$ cat config.mk
export PLATFORM = sky130hd
export DESIGN_NAME = pac_rr_req_queue
export DESIGN_NICKNAME = d
export VERILOG_FILES = /design/src/rtl/pac_rr_req_queue_pkg.sv /design/src/rtl/pac_rr_chan_fifo.sv /design/src/rtl/pac_rr_req_queue.sv
export SDC_FILE = /design/constraint.sdc
export NUM_CORES = 1
export LEC_CHECK = 0
export BUFFER_PORTS_ARGS = -buffer_cell sky130_fd_sc_hd__buf_4
export CORE_AREA = 8 8 91 174
export CTS_CLUSTER_DIAMETER = 200
export DETAILED_ROUTE_END_ITERATION = 6
export DIE_AREA = 0 0 99 182
export HOLD_SLACK_MARGIN = 0.03
export PLACE_DENSITY = 0.69
export SYNTH_ARGS = -nofsm -noshare
export SYNTH_HDL_FRONTEND = slang
export SYNTH_SLANG_ARGS = --single-unit
$ cat constraint.sdc
create_clock -name clk -period 3.35 [get_ports clk]
set_input_delay 0.5025 -clock clk [delete_from_list [all_inputs] [get_ports clk]]
set_output_delay 0.5025 -clock clk [all_outputs]
set_load 0.05 [all_outputs]
$ cat src/rtl/pac_rr_req_queue_pkg.sv
// Shared sizing constants for the per-channel request queue.
package pac_rr_req_queue_pkg;

  localparam int PAC_N         = 4;  // requester channels
  localparam int PAC_DEPTH     = 4;  // entries per channel FIFO
  localparam int PAC_DW        = 8;  // payload width
  localparam int PAC_IDX_WIDTH = 2;  // log2(PAC_N)
  localparam int PAC_CNT_W     = 3;  // occupancy counter width (0..PAC_DEPTH)
  localparam int PAC_PTR_W     = 2;  // read/write pointer width

endpackage : pac_rr_req_queue_pkg

$ cat src/rtl/pac_rr_chan_fifo.sv
// Single-channel FIFO: registered pointers and count, unreset storage,
// head entry presented combinationally from the read pointer.
module pac_rr_chan_fifo
  import pac_rr_req_queue_pkg::*;
#(
  parameter int DEPTH = PAC_DEPTH,
  parameter int DW    = PAC_DW
) (
  input  logic                 clk,
  input  logic                 rst_n,
  input  logic                 clear_i,
  input  logic                 push_i,
  input  logic [DW-1:0]        push_data_i,
  input  logic                 pop_i,
  output logic [PAC_CNT_W-1:0] count_o,
  output logic [DW-1:0]        head_o,
  output logic                 full_o,
  output logic                 empty_o
);

  logic [DW-1:0]        mem_q [DEPTH];
  logic [PAC_PTR_W-1:0] rptr_q, rptr_d;
  logic [PAC_PTR_W-1:0] wptr_q, wptr_d;
  logic [PAC_CNT_W-1:0] count_q, count_d;
  logic                 push_ok;
  logic                 pop_ok;

  // Guard locally so a misbehaving caller can never corrupt the count.
  assign full_o  = (count_q == PAC_CNT_W'(DEPTH));
  assign empty_o = (count_q == '0);
  assign push_ok = push_i && !full_o;
  assign pop_ok  = pop_i && !empty_o;

  function automatic logic [PAC_PTR_W-1:0] ptr_inc(input logic [PAC_PTR_W-1:0] p);
    return (p == PAC_PTR_W'(DEPTH - 1)) ? '0 : p + 1'b1;
  endfunction

  // Next-state for pointers and count; clear overrides any push or pop.
  always_comb begin
    // NOTE: every variable gets its default before any branch, so no latch is inferred.
    rptr_d  = rptr_q;
    wptr_d  = wptr_q;
    count_d = count_q;
    if (clear_i) begin
      rptr_d  = '0;
      wptr_d  = '0;
      count_d = '0;
    end else begin
      if (push_ok) wptr_d = ptr_inc(wptr_q);
      if (pop_ok)  rptr_d = ptr_inc(rptr_q);
      case ({push_ok, pop_ok})
        2'b10:   count_d = count_q + 1'b1;
        2'b01:   count_d = count_q - 1'b1;
        default: count_d = count_q;
      endcase
    end
  end

  // Control state register with synchronous active-low reset.
  always_ff @(posedge clk) begin
    // NOTE: sequential state uses non-blocking assignments so all registers update together.
    if (!rst_n) begin
      rptr_q  <= '0;
      wptr_q  <= '0;
      count_q <= '0;
    end else begin
      rptr_q  <= rptr_d;
      wptr_q  <= wptr_d;
      count_q <= count_d;
    end
  end

  // Payload storage write; contents are only meaningful below the count.
  always_ff @(posedge clk) begin
    // NOTE: storage is deliberately not reset; zeroed pointers and count make stale data unreachable.
    if (push_ok) mem_q[wptr_q] <= push_data_i;
  end

  assign head_o  = mem_q[rptr_q];
  assign count_o = count_q;

endmodule : pac_rr_chan_fifo

$ cat src/rtl/pac_rr_req_queue.sv
// Per-channel request queues feeding an external round-robin arbiter:
// push demux, one-hot grant check, head mux and sticky error flags.
module pac_rr_req_queue
  import pac_rr_req_queue_pkg::*;
#(
  parameter int N         = PAC_N,
  parameter int DEPTH     = PAC_DEPTH,
  parameter int DW        = PAC_DW,
  parameter int IDX_WIDTH = PAC_IDX_WIDTH
) (
  input  logic                   clk,
  input  logic                   rst_n,
  input  logic                   push_valid_i,
  input  logic [IDX_WIDTH-1:0]   push_ch_i,
  input  logic [DW-1:0]          push_data_i,
  output logic                   push_ready_o,
  output logic [N-1:0]           req_o,
  input  logic [N-1:0]           grant_i,
  input  logic                   pop_i,
  output logic                   valid_o,
  output logic [DW-1:0]          data_o,
  output logic [N*PAC_CNT_W-1:0] level_o,
  input  logic                   clear_i,
  output logic                   overflow_o,
  output logic                   underflow_o
);

  logic [N-1:0]         full;
  logic [N-1:0]         empty;
  logic [N-1:0]         push_sel;
  logic [N-1:0]         pop_sel;
  logic [DW-1:0]        head  [N];
  logic [PAC_CNT_W-1:0] count [N];

  logic                 grant_onehot;
  logic [IDX_WIDTH-1:0] gnt_idx;
  logic                 push_fire;
  logic                 pop_fire;
  logic                 overflow_q, overflow_d;
  logic                 underflow_q, underflow_d;

  // Ready comes from registered fullness only, never from pop/grant.
  assign push_ready_o = !full[push_ch_i];
  assign push_fire    = push_valid_i && push_ready_o;

  assign grant_onehot = (grant_i != '0) && ((grant_i & (grant_i - 1'b1)) == '0);

  // Encode the granted channel index; only meaningful when the grant is one-hot.
  always_comb begin
    gnt_idx = '0;
    for (int k = 0; k < N; k++) begin
      if (grant_i[k]) gnt_idx = IDX_WIDTH'(k);
    end
  end

  // A push into an empty channel is not bypassed: req_o is registered state.
  assign valid_o  = grant_onehot && req_o[gnt_idx];
  assign data_o   = valid_o ? head[gnt_idx] : '0;
  assign pop_fire = pop_i && valid_o;

  for (genvar k = 0; k < N; k++) begin : g_chan
    assign push_sel[k] = push_fire && (push_ch_i == IDX_WIDTH'(k));
    assign pop_sel[k]  = pop_fire && grant_i[k];

    pac_rr_chan_fifo #(
      .DEPTH (DEPTH),
      .DW    (DW)
    ) u_fifo (
      .clk         (clk),
      .rst_n       (rst_n),
      .clear_i     (clear_i),
      .push_i      (push_sel[k]),
      .push_data_i (push_data_i),
      .pop_i       (pop_sel[k]),
      .count_o     (count[k]),
      .head_o      (head[k]),
      .full_o      (full[k]),
      .empty_o     (empty[k])
    );

    assign req_o[k]                          = !empty[k];
    assign level_o[k*PAC_CNT_W +: PAC_CNT_W] = count[k];
  end

  // Sticky flag next-state; clear wins over a same-cycle error event.
  always_comb begin
    overflow_d  = overflow_q;
    underflow_d = underflow_q;
    if (clear_i) begin
      overflow_d  = 1'b0;
      underflow_d = 1'b0;
    end else begin
      if (push_valid_i && !push_ready_o) overflow_d  = 1'b1;
      if (pop_i && !valid_o)             underflow_d = 1'b1;
    end
  end

  // Sticky flag registers.
  always_ff @(posedge clk) begin
    if (!rst_n) begin
      overflow_q  <= 1'b0;
      underflow_q <= 1'b0;
    end else begin
      overflow_q  <= overflow_d;
      underflow_q <= underflow_d;
    end
  end

  assign overflow_o  = overflow_q;
  assign underflow_o = underflow_q;

endmodule : pac_rr_req_queue

==> run summary <==
Detailed Place HPWL -> 10.2 mm
R2R cell count -> 9
CP max-delay cell -> dfxtp_1
Pre-CTS WS -> 0.499 ns
Residual DRC count -> 0
Share of layout cells above drive strength 1 -> 0.213
Fin area -> 8070 sq um
Inserted Diodes -> 0
Clk_skew -> 0.00828 ns
RSZ-0062 raised after global routing -> no
Final setup violating endpoints -> 0
VDD IR-drop max -> 0.373 mV
Initial Utilization -> 0.521
DRT antenna net count -> 0
LEAKAGE -> 2.72 nW
All-Layer GR Usage -> 0.167
Worst skew pair latency -> 0.42 ns
Avg Cell Area, Syn -> 15.1 sq um
CTS Sinks -> 166
I/O pin cnt -> 47
Placer Congestion -> 0.779
Library cells used by synthesis -> 40
Core Area -> 13,400 sq um
Maximum clock frequency -> 348 MHz
Placed Area -> 7500 sq um
Hold Crit Class -> input port to flip-flop
WP data arrival -> 2.37 ns
Die Ht -> 182 um
H-tree levels -> 4
Die width -> 99 um
DRT iter0 DRCs -> 291
Gr ovfl total -> 0
Syn Inst Count -> 464
FFs w/ async S/R, synth -> 0
Worst-path clk slew -> 0.06 ns
Resized cells post-CTS -> 0
WL per Instance -> 20.9 um
Setup_tns -> 0 ns
CP max FO -> 15
Startpoint types -> flip-flop
Top_reg_cell synth -> edfxtp_1
Drt pass-1 iters -> 4
Most used cell, CP -> nor3_1
Antenna violations before repair -> 0
WP data required -> 2.85 ns
Critical Path Sink Type -> output pin
Syn-to-layout area delta -> 15.3%
Sequential area share after synthesis -> 0.658
Slew HR -> 0.390
CTS tree -> built
EDFF count, synth -> 128
Fin crit period -> 2.87 ns
Pwr Density -> 530 nW/um^2
# rows -> 60
TritonCTS Buffers -> 17
Vias/cell -> 5.70
Final Slew Violations -> 0
Vias in the first global route -> 4,171
Die area -> 18,000 sq um
Max cap viols -> 0
Max incr delay on CP -> 0.92 ns
Routed wire length -> 14.3 mm
Mapped Area -> 7000 sq um
Post-CTS Setup Bufs -> 0
First-pass GRT wire length -> 22.3 mm
DR vias -> 3,903
Pin count of the biggest net entering global routing -> 19
Final Worst Setup Slack -> 0.476 ns
Hold Vio Cnt, Final -> 0
Syn nets -> 511
Hold_buf cts -> 0
Start-to-end type of the worst setup path -> flip-flop to output pin
Final nets -> 565
Root buf cell -> clkbuf_16
R2R setup slack -> 0.74 ns
Fin crit share -> 0.858
CP cell instances -> mux2i_1, o22ai_1, nor3_1, nor3_1, buf_4
Yosys warns -> 0
Port Buf Inserts -> 46
Status -> complete, no violations
Yosys reg bits -> 166
Hold Path Depth -> 3
Clk buf depth -> 2
Tightest Pin Transition -> 0.914 ns
area by class of cell:
| type | instances | area [sq um] |
|---|---|---|
| Multi-Input combinational cell | 249 | 2190 |
| Clock buffer | 17 | 425 |
| Fill cell | 1016 | 5370 |
| Timing Repair Buffer | 52 | 390 |
| Tap cell | 155 | 194 |
| Inverter | 32 | 120 |
| Clock inverter | 14 | 143 |
| Sequential cell | 166 | 4600 |
metal layers:
metal / wire (um) / GRT usage / vias to the layer above
li1: - / - / 1831
met1: 5450 / 0.171 / 1945
met2: 8050 / 0.314 / 107
met3: 536 / 0.0356 / 20
met4: 306 / 0.0687 / 0
met5: 0 / 0 / -
worst max-delay path, delay by kind of cell (launching register included):
kind	cells	cell delay (ns)
AO/OA/AOI/OAI	1	0.30
AND/OR/NAND/NOR	2	0.29
flip-flops	1	0.92
multiplexers	1	0.19
buffers and inverters	1	0.25
sequential cells by signal (all words and copies together) (netlist names), named ones only:
name                   cells
g_chan.u_fifo.count_o     12
g_chan.u_fifo.mem_q      128
g_chan.u_fifo.rptr_q       8
underflow_o                1
overflow_o                 1
g_chan.u_fifo.wptr_q       8
per-stage QoR:
step	cells	utilization	total power, mW	hold WS (ns)
2_1_floorplan	464	-	2.37	0.463
3_3_place_gp	654	0.558	2.45	0.460
3_5_place_dp	654	0.558	2.45	0.489
4_1_cts	685	0.601	4.30	0.362
5_1_grt	685	0.601	4.40	0.372
6_report	685	0.601	4.27	0.373
path summary, 6_finish.rpt:
path,endpoint,start
worst max-delay path,data_o[2],flip-flop
worst max register to register,g_chan[1].u_fifo.count_o[2]$_SDFFE_PP0P_,g_chan[1].u_fifo.count_o[2]$_SDFFE_PP0P_
worst min register to register,g_chan[0].u_fifo.rptr_q[0]$_SDFFE_PP0N_,g_chan[0].u_fifo.rptr_q[0]$_SDFFE_PP0N_
worst min-delay path,overflow_o$_SDFFE_PP0P_,push_valid_i
synth_stat cells, types with 2 or more instances:
library cell  number  share of area
a21oi_1           10         0.0071
and2_1            16          0.014
buf_2              6         0.0043
clkbuf_1           8         0.0043
dfxtp_1           38           0.11
edfxtp_1         128           0.55
fa_1               4          0.011
ha_1              24          0.043
inv_1             32          0.017
mux2i_1           47          0.067
mux4_2            17          0.055
nand2_1            4         0.0021
nand2b_1           5         0.0045
nor2_1            36          0.019
nor3_1            21          0.015
nor3_2             2         0.0029
nor3b_1            4         0.0043
nor4b_2            2         0.0043
o21ai_0            4         0.0029
o22ai_1           24          0.021
or3_1              5         0.0045
or3b_2             2         0.0025
xor2_1             8          0.010
power by group:
part	switching [mW]	internal, mW	total (mW)
clock	0.826	1.04	1.87
sequential	0.00708	2.23	2.24
combinational	0.115	0.0557	0.170
cells by family after synthesis:
group | count (synthesis) | synth area share
compound gates | 42 | 0.0381
xor+xnor | 8 | 0.0100
fa+ha+maj | 28 | 0.0543
buf+inv | 49 | 0.0290
flops | 166 | 0.658
mux | 64 | 0.122
simple gates | 107 | 0.0890
cells in the final DEF, fill, tap and decap left out, types with 2 or more instances in the layout:
cell	Yosys	layout
nor3_2	2	2
a21oi_1	10	10
nor4b_2	2	2
or3b_2	2	2
o21ai_0	4	4
inv_6	0	5
o22ai_1	24	24
edfxtp_1	128	128
clkbuf_16	0	17
dfxtp_1	38	38
nor3_1	21	21
or3_1	5	5
inv_8	0	2
nand2_1	4	4
mux4_2	17	17
mux2i_1	47	47
nand2b_1	5	5
fa_1	4	4
and2_1	16	16
clkinvlp_4	0	5
inv_1	32	32
nor3b_1	4	4
buf_4	1	52
xor2_1	8	8
ha_1	24	24
nor2_1	36	36
Power figures use the tool's default switching activity.
